<file path="src/rtl/channel_pkg.sv">
// Shared definitions for the channel selection controller: states, result codes,
// status bit positions and command codes.
package channel_pkg;

  typedef enum logic [3:0] {
    IDLE, SEL, DROP_ADR, CMD, CMD_DROP, ISTAT,
    DATA, DATA_ACK, STOP, FSTAT, SVC_ACK, FINISH
  } state_t;

  localparam logic [2:0] RES_OK         = 3'd0;
  localparam logic [2:0] RES_NO_DEVICE  = 3'd1;
  localparam logic [2:0] RES_SHORT_BUSY = 3'd2;
  localparam logic [2:0] RES_BAD_ADDR   = 3'd3;
  localparam logic [2:0] RES_TIMEOUT    = 3'd4;
  localparam logic [2:0] RES_PARITY     = 3'd5;

  localparam int ST_BUSY = 4;
  localparam int ST_CE   = 3;
  localparam int ST_DE   = 2;
  localparam int ST_UC   = 1;

  localparam logic [7:0] CMD_WRITE = 8'h01;
  localparam logic [7:0] CMD_READ  = 8'h02;
  localparam logic [7:0] CMD_NOP   = 8'h03;

  function automatic logic parity_ok(input logic [7:0] b, input logic p);
    return p == ~^b;
  endfunction

  // Initial status that terminates the operation without a data phase.
  function automatic logic status_ends(input logic [7:0] s);
    return s[ST_BUSY] | s[ST_UC] | (s[ST_CE] & s[ST_DE]);
  endfunction

endpackage

</file>
<file path="src/rtl/chan_timer.sv">
// Per-state watchdog: reloads to TIMEOUT on load and counts down to an expiry flag.
module chan_timer #(
  parameter int TIMEOUT = 1024
) (
  input  logic clk,
  input  logic reset,
  input  logic load,
  output logic expired
);

  localparam int CW = $clog2(TIMEOUT + 1);

  logic [CW-1:0] count;

  always_ff @(posedge clk or posedge reset) begin
    if (reset)               count <= CW'(TIMEOUT);
    else if (load)           count <= CW'(TIMEOUT);
    else if (count != '0)    count <= count - CW'(1);
  end

  assign expired = (count == '0);

endmodule

</file>
<file path="src/rtl/channel_sel.sv">
// Channel-side selection sequencer: selects a control unit, issues a command,
// moves data bytes under service handshakes and collects ending status.
module channel_sel
  import channel_pkg::*;
#(
  parameter int TIMEOUT = 1024
) (
  input  logic        clk,
  input  logic        reset,
  input  logic        start,
  input  logic [7:0]  dev_addr,
  input  logic [7:0]  command,
  input  logic [15:0] byte_count,
  input  logic [7:0]  tx_data,
  output logic        tx_ready,
  output logic [7:0]  rx_data,
  output logic        rx_valid,
  output logic        busy,
  output logic        done,
  output logic [7:0]  status,
  output logic [2:0]  result,
  output logic [15:0] residual,
  output logic [7:0]  bus_out,
  output logic        bus_out_parity,
  input  logic [7:0]  bus_in,
  input  logic        bus_in_parity,
  output logic        operational_out,
  output logic        hold_out,
  output logic        select_out,
  output logic        address_out,
  output logic        command_out,
  output logic        service_out,
  output logic        suppress_out,
  input  logic        operational_in,
  input  logic        select_in,
  input  logic        address_in,
  input  logic        status_in,
  input  logic        service_in,
  input  logic        request_in
);

  state_t      state, state_nx;
  logic        phase, phase_nx, fin, fin_nx, write_op, write_nx, perr, perr_nx;
  logic        adr_nx, cmdt_nx, svc_nx, hold_nx, sel_nx, txr_nx, rxv_nx;
  logic [7:0]  addr_q, addr_nx, cmd_q, cmd_nx, bus_reg, bus_nx, rxd_nx, status_nx;
  logic [2:0]  result_nx;
  logic [15:0] resid_nx;
  logic        expired, bad_par;
  logic        unused_request;

  assign unused_request = request_in;

  chan_timer #(.TIMEOUT(TIMEOUT)) u_timer (
    .clk     (clk),
    .reset   (reset),
    .load    (state_nx != state),
    .expired (expired)
  );

  assign bad_par         = !parity_ok(bus_in, bus_in_parity);
  assign bus_out         = (address_out | command_out | service_out) ? bus_reg : 8'h00;
  assign bus_out_parity  = ~^bus_out;
  assign operational_out = ~reset;
  assign suppress_out    = 1'b0;
  assign busy            = (state != IDLE) && (state != FINISH);
  assign done            = (state == FINISH);

  always_comb begin
    state_nx  = state;    phase_nx = phase;     fin_nx   = fin;      write_nx = write_op;
    perr_nx   = perr;     addr_nx  = addr_q;    cmd_nx   = cmd_q;    bus_nx   = bus_reg;
    adr_nx    = address_out; cmdt_nx = command_out; svc_nx = service_out;
    hold_nx   = hold_out; sel_nx   = select_out;
    txr_nx    = 1'b0;     rxv_nx   = 1'b0;      rxd_nx   = rx_data;
    status_nx = status;   result_nx = result;   resid_nx = residual;
    unique case (state)
      IDLE: if (start) begin
        addr_nx  = dev_addr;   cmd_nx  = command;  resid_nx = byte_count;
        result_nx = RES_OK;    perr_nx = 1'b0;     fin_nx   = 1'b0;
        write_nx = (command == CMD_WRITE);
        bus_nx   = dev_addr;   adr_nx  = 1'b1;     phase_nx = 1'b0;
        state_nx = SEL;
      end
      SEL: begin
        if (!phase) begin
          hold_nx = 1'b1; sel_nx = 1'b1; phase_nx = 1'b1;
        end else if (operational_in) begin
          adr_nx = 1'b0; sel_nx = 1'b0; hold_nx = 1'b0; state_nx = DROP_ADR;
        end else if (select_in) begin
          adr_nx = 1'b0; sel_nx = 1'b0; hold_nx = 1'b0;
          result_nx = RES_NO_DEVICE; state_nx = FINISH;
        end else if (status_in) begin
          status_nx = bus_in; perr_nx = perr | bad_par;
          adr_nx = 1'b0; sel_nx = 1'b0; hold_nx = 1'b0;
          result_nx = RES_SHORT_BUSY; state_nx = FINISH;
        end
      end
      DROP_ADR: if (address_in) begin
        perr_nx = perr | bad_par;
        if (bus_in != addr_q) begin
          result_nx = RES_BAD_ADDR; state_nx = FINISH;
        end else begin
          bus_nx = cmd_q; cmdt_nx = 1'b1; state_nx = CMD;
        end
      end
      CMD: if (!address_in) state_nx = CMD_DROP;
      CMD_DROP: begin
        cmdt_nx = 1'b0; state_nx = ISTAT;
      end
      ISTAT, FSTAT: if (status_in) begin
        status_nx = bus_in; perr_nx = perr | bad_par;
        bus_nx = 8'h00; svc_nx = 1'b1; fin_nx = (state == FSTAT);
        state_nx = SVC_ACK;
      end
      SVC_ACK: if (!status_in) begin
        svc_nx   = 1'b0;
        state_nx = (fin || status_ends(status)) ? FINISH : DATA;
      end
      // A status tag during data transfer is a short transfer and wins over service.
      DATA: begin
        if (status_in) begin
          state_nx = FSTAT;
        end else if (service_in && residual != 16'd0) begin
          if (write_op) begin
            bus_nx = tx_data; txr_nx = 1'b1;
          end else begin
            bus_nx = 8'h00; rxd_nx = bus_in; rxv_nx = 1'b1; perr_nx = perr | bad_par;
          end
          svc_nx = 1'b1; resid_nx = residual - 16'd1; state_nx = DATA_ACK;
        end else if (service_in) begin
          bus_nx = 8'h00; cmdt_nx = 1'b1; state_nx = STOP;
        end
      end
      DATA_ACK: if (!service_in) begin
        svc_nx = 1'b0; state_nx = DATA;
      end
      STOP: if (!service_in) begin
        cmdt_nx = 1'b0; state_nx = FSTAT;
      end
      FINISH: state_nx = IDLE;
      default: state_nx = IDLE;
    endcase

    if (state != IDLE && state != FINISH && expired) begin
      adr_nx = 1'b0; cmdt_nx = 1'b0; svc_nx = 1'b0; hold_nx = 1'b0; sel_nx = 1'b0;
      result_nx = RES_TIMEOUT; state_nx = FINISH;
    end
    // A parity error anywhere in the operation overrides every other code.
    if (perr_nx) result_nx = RES_PARITY;
  end

  always_ff @(posedge clk or posedge reset) begin
    if (reset) begin
      state <= IDLE;      phase <= 1'b0;      fin <= 1'b0;       write_op <= 1'b0;
      perr <= 1'b0;       address_out <= 1'b0; command_out <= 1'b0; service_out <= 1'b0;
      hold_out <= 1'b0;   select_out <= 1'b0; tx_ready <= 1'b0;  rx_valid <= 1'b0;
      status <= 8'h00;    result <= RES_OK;   residual <= 16'd0;
    end else begin
      state <= state_nx;  phase <= phase_nx;  fin <= fin_nx;     write_op <= write_nx;
      perr <= perr_nx;    address_out <= adr_nx; command_out <= cmdt_nx; service_out <= svc_nx;
      hold_out <= hold_nx; select_out <= sel_nx; tx_ready <= txr_nx; rx_valid <= rxv_nx;
      status <= status_nx; result <= result_nx; residual <= resid_nx;
    end
  end

  always_ff @(posedge clk) begin
    addr_q  <= addr_nx;
    cmd_q   <= cmd_nx;
    bus_reg <= bus_nx;
    rx_data <= rxd_nx;
  end

endmodule

</file>
<file path="config.mk">
export PLATFORM = sky130hd
export DESIGN_NAME = channel_sel
export DESIGN_NICKNAME = d
export VERILOG_FILES = /design/src/rtl/channel_pkg.sv /design/src/rtl/chan_timer.sv /design/src/rtl/channel_sel.sv
export SDC_FILE = /design/constraint.sdc
export NUM_CORES = 1
export LEC_CHECK = 0
export CAP_MARGIN = 20
export CORE_UTILIZATION = 54
export CTS_CLUSTER_SIZE = 16
export DETAILED_ROUTE_END_ITERATION = 10
export PLACE_DENSITY = 0.86
export RECOVER_POWER = 25
export SETUP_SLACK_MARGIN = 0.2
export SLEW_MARGIN = 5
export SYNTH_ARGS = -nofsm -noshare
export SYNTH_HDL_FRONTEND = slang
export SYNTH_SLANG_ARGS = --single-unit
</file>
<file path="constraint.sdc">
create_clock -name clk -period 6.32 [get_ports clk]
set_input_delay 1.264 -clock clk [delete_from_list [all_inputs] [get_ports clk]]
set_output_delay 1.264 -clock clk [all_outputs]
set_load 0.02 [all_outputs]
</file>
== After elaboration in Yosys (flattened, before gate mapping) ==
Index checks and enable logic that the tools add are counted.

* Register bits after elaboration: 84

* $add $sub $neg: 2
* Bitwise operators: 9
* Reductions and logical operators: 36
* Equal/unequal tests: 46
* Multiplexer cells: 95

{| class="wikitable"
|+ Operator list
! kind !! number
|-
| 8-bit two-way mux || 13
|-
| 4-bit two-way mux || 17
|-
| 16-bit two-way mux || 3
|-
| 1-bit two-way mux || 40
|-
| 4-bit case mux with 10 select lines || 1
|-
| 3-bit != test, second input constant || 13
|-
| 16-bit case mux with 2 select lines || 1
|-
| 8-bit case mux with 4 select lines || 1
|-
| 3-bit two-way mux || 9
|-
| 4-bit != test, second input constant || 6
|-
| 11-bit two-way mux || 2
|-
| 7-bit AND reduction || 3
|-
| 2-bit != test, second input constant || 9
|-
| 4-bit by 3-bit equality test with 1-bit output, second input constant || 4
|-
| 4-bit equality test, second input constant || 4
|-
| 8-bit case mux with 2 select lines || 1
|-
| 4-bit AND reduction || 4
|-
| 16-bit nonzero test || 1
|-
| 8-bit XNOR reduction || 2
|-
| 16-bit by 1-bit subtractor with 16-bit output, second input constant || 1
|-
| 5-bit nonzero test || 3
|-
| 2-bit nonzero test || 6
|-
| 11-bit zero test || 1
|-
| 11-bit nonzero test || 1
|-
| other kinds (26) || 42
|}

== Depth between registers and ports, before layout ==
* Depth in word-level cells: 11
* Gate-level depth with buffers: 10

== By module ==
From an unflattened synthesis, not the netlist that was laid out.

* Cells, all modules: 490
* Area total of the unflattened synthesis: 4737.0 µm²

{| class="wikitable"
|+ Modules (own cells, without submodules)
! module !! times used !! area each (µm²) !! cells each
|-
| channel_sel || 1 || 4108.9 || 426
|-
| chan_timer || 1 || 628.1 || 64
|}

== Worst setup path before layout ==
OpenSTA, ideal clock, no wires.

* Kind: input port to output port
* Start: input reset
* End: output operational_out
* Stages: 1
* Data required time: 5.056 ns
* Data arrival time: 2.453 ns
* Buffers on the path: 0
* Slack: 2.603 ns
* Path through: inv_1

* Word-level cells in the longest chain between the ends: 1

{| class="wikitable"
|+ Ends and longest elaborated chain
! what !! RTL line !! RTL
|-
| from (decl) || channel_sel.sv:9 || <nowiki>input logic reset,</nowiki>
|-
| 1-bit NOT || channel_sel.sv:63 || <nowiki>assign operational_out = ~reset;</nowiki>
|-
| to (decl) || channel_sel.sv:27 || <nowiki>output logic operational_out,</nowiki>
|}

No other way between the ends.

== Worst setup path in the final report ==
* Start: input status_in
* End: register u_timer.count[10]

* Word-level cells in the longest chain between the ends: 8
* Elaborated cells between the ends (all ways): 12
* Those cells by class: 1 x eq/ne; 10 x mux; 1 x reduce/logical

{| class="wikitable"
|+ Ends and longest elaborated chain
! what !! RTL line !! RTL
|-
| from (decl) || channel_sel.sv:37 || <nowiki>input logic status_in,</nowiki>
|-
| 4-bit two-way mux || channel_sel.sv:91 || <nowiki>end else if (status_in) begin</nowiki>
|-
| 4-bit two-way mux || channel_sel.sv:88 || <nowiki>end else if (select_in) begin</nowiki>
|-
| 4-bit two-way mux || channel_sel.sv:86 || <nowiki>end else if (operational_in) begin</nowiki>
|-
| 4-bit two-way mux || channel_sel.sv:84 || <nowiki>if (!phase) begin</nowiki>
|-
| 4-bit case mux with 10 select lines (*) || channel_sel.sv:75 || <nowiki>unique case (state)</nowiki>
|-
| 4-bit two-way mux (*) || channel_sel.sv:143 || <nowiki>if (state != IDLE && state != FINISH && expired) begin</nowiki>
|-
| 4-bit != test (*) || channel_sel.sv:56 || <nowiki>.load (state_nx != state),</nowiki>
|-
| 11-bit two-way mux / 2-bit nonzero test (equally long branches) || n/a ||
|-
| to (signal assigned) || chan_timer.sv:16 || <nowiki>if (reset) count <= CW'(TIMEOUT);</nowiki>
|-
| to (signal assigned) || chan_timer.sv:17 || <nowiki>else if (load) count <= CW'(TIMEOUT);</nowiki>
|-
| to (signal assigned) || chan_timer.sv:18 || <nowiki>else if (count != '0) count <= count - CW'(1);</nowiki>
|-
| to (decl) || chan_timer.sv:13 || <nowiki>logic [CW-1:0] count;</nowiki>
|}

Mark *: on every way between the ends. The rest lies on a longest branch, timed or not.
A chain may end at the register's enable or synchronous reset.

==> flow_summary.json <==
{
  "outcome": "finished, violations left",
  "violations": "capacitance limit, slew limit",
  "first_pass_iters": 5,
  "synth_ff_type": "dfrtp_1",
  "p_sw_mw": 1.358,
  "clk_latency_ps": 370,
  "die_y_um": 94.79,
  "design_area_um2": 5989,
  "cts-root-buf": "clkbuf_8",
  "post_dp_cell_area_um2": 5801,
  "rsz0062_at_grt": "no",
  "place_ws_ps": 1779,
  "regMostFlops": "residual",
  "maxSlewViolCount": 53,
  "async_flop_share": 0.6190,
  "via_per_inst": 6.142,
  "drc_errors": 0,
  "finalHoldViolations": 0,
  "p_clk_frac": 0.120,
  "startpoint": "status_in",
  "die_w_um": 94.79,
  "synth_area_leaders": "dfrtp_1, edfxtp_1, o21ai_0",
  "port_buffers": 110,
  "power.leakage_nw": 2.322,
  "ys_ff_latch": 84,
  "setup_tns_ps": 0,
  "io_pins": 113,
  "htree_num_levels": 3,
  "yosysUniqueCellTypes": 66,
  "startpoint_type": "input pin",
  "worst_slack_ps": 2109,
  "end_kind": "flip-flop",
  "worstPathMaxFanout": 23,
  "place_congestion": 0.9384,
  "synth-edff-count": 32,
  "tritoncts": "built",
  "skew_ps": 13.14,
  "swShare": 0.4477,
  "cts.sinks": 84,
  "vdd_drop_max_mv": 0.2611,
  "grt_overflow_total": 0,
  "grt_pass1_vias": 3920,
  "worstPathRequired_ps": 6610,
  "seqPwrFrac": 0.332,
  "synth.top_cell.area_share": 0.2745,
  "yosysSeqAreaShare": 0.4868,
  "worst_pin_slew_ps": 2835,
  "maxSlewHeadroom": -0.8900,
  "hold_ws_ps": 501.6,
  "fin_crit_ps": 4211,
  "core-area_um2": 8258,
  "p_per_area_nw_per_um2": 506.6,
  "setup_violations": 0,
  "drtAntennaViolNets": 0,
  "clock_path_buffers": 2,
  "cts_made_buffers": 9,
  "comb_power_share": 0.549,
  "layout.nets": 633,
  "postCtsSetupBuffers": 0,
  "synth.most_common_cell": "dfrtp_1",
  "avgRoutedWirePerCell_um": 17.63,
  "top_regs": "residual x16, u_timer.count x11",
  "cp_data_arrival_time_ps": 4500,
  "layout-drive-gt1-share": 0.07093,
  "r2r_setup_slack_ps": 2570,
  "period_share": 0.6663,
  "row_count": 33,
  "largest_reg_flops": 16,
  "syn_inst": 475,
  "yosys.area.top_type": "dfrtp_1",
  "route.final.wire_length_mm": 12.04,
  "synthTopCellsByCount": "dfrtp_1, o21ai_0, nand2_1",
  "grt_max_degree": 53,
  "antenna_found_initial": 0,
  "cts_resized": 0,
  "first_iter_violations": 385,
  "p_int_mw": 1.676,
  "cts.clk_slew.worst_paths_ps": 90,
  "crit_type": "in2reg",
  "grt.total_usage": 0.2773,
  "worst_hold_startpoint": "result[2]",
  "synth_warnings": 0,
  "initial_utilization": 0.5630,
  "via_count": 4195,
  "die_area_um2": 8985,
  "syn_area_per_cell_um2": 9.788,
  "utilization": 0.7253,
  "antenna_cells": 0,
  "syn_nets": 535,
  "worstHoldPathType": "reg2reg",
  "cap_violations": 1,
  "synth_area_um2": 4649,
  "ctsHoldBuffers": 0,
  "r2r_start": "state[2]",
  "max_freq_mhz": 237.5,
  "area_growth_syn_to_layout_pct": 28.82,
  "dp_hpwl_mm": 8.690,
  "grt_pass1_wl_mm": 19.03
}
## placed cells by master, fill, tap and decap left out, types with 4 or more instances in the layout
cell type	Yosys	layout
clkdlybuf4s50_1	0	85
dfrtp_1	51	51
o21ai_0	36	36
nand2_1	34	34
a21oi_1	33	33
edfxtp_1	32	32
nor2_1	31	31
dlygate4sd3_1	0	25
inv_1	21	21
nor4_1	18	18
xnor2_1	18	18
nor3_1	14	14
nor2b_1	14	14
xor2_1	13	13
nand3_1	12	12
mux2_2	9	9
clkbuf_8	0	9
a222oi_1	8	8
and3_1	7	7
or3_1	6	6
or4_1	4	4
nand2b_1	4	4
a31oi_1	4	4
a21boi_0	4	4
nand4_1	4	4
a22oi_1	4	4
## worst paths after layout
path                                endpoint  cells past startpoint
max in group asynchronous               perr                      3
hold / removal                     result[2]                      1
min in group asynchronous        residual[6]                      3
setup / recovery           u_timer.count[10]                      7
setup reg to reg           u_timer.count[10]                      6
hold reg to reg                    result[2]                      1
## final cells by class
cell class	count	area, um^2
clock buffers	9	123.9
clock inverters	7	58.81
fillers	616	2268
inverters	22	82.58
multi-input cells	341	2200
flip-flops and latches	84	2263
well taps	105	131.4
repair buffers	115	1130
## stage by stage
step,instances,total power [mW]
after floorplan,475,2.068
after detailed placement,665,2.656
after CTS,681,3.021
after global placement,665,2.592
final,683,3.034
after global routing,683,3.222
## routing by layer
metal / up-vias / track usage / routed length [um]
li1: 1958 / - / -
met1: 1997 / 0.3770 / 5043
met2: 220 / 0.4335 / 5808
met3: 20 / 0.06602 / 982
met4: 0 / 0.09722 / 207
met5: - / 0 / 0
## power by group through the flow
stage                     clock [mW]  combinational [mW]  sequential, mW
after floorplan                    0                1.05            1.02
after global placement             0                1.59           0.998
after detailed placement           0                1.65            1.01
after CTS                      0.366                1.65            1.00
after global routing           0.390                1.80            1.04
final                          0.363                1.66            1.01
## critical path, cell delays in order
cell,delay (ps)
clkdlybuf4s50_1,820
or4_1,730
o2111ai_1,260
a21oi_1,150
nor4_4,350
xnor2_1,300
or4b_1,610
## kinds of logic after synthesis
| group | Yosys count | synth area share |
|---|---|---|
| and+or+nand+nor | 173 | 0.2086 |
| other | 1 | 0.0008065 |
| muxes | 12 | 0.02826 |
| adders and majority gates | 2 | 0.005381 |
| AOI/OAI and AO/OA | 122 | 0.1685 |
| DFF | 84 | 0.4868 |
| buffers and inverters | 50 | 0.04332 |
| xor gates and xnor gates | 31 | 0.05840 |
Note: power is estimated with default switching activity, not from simulation.
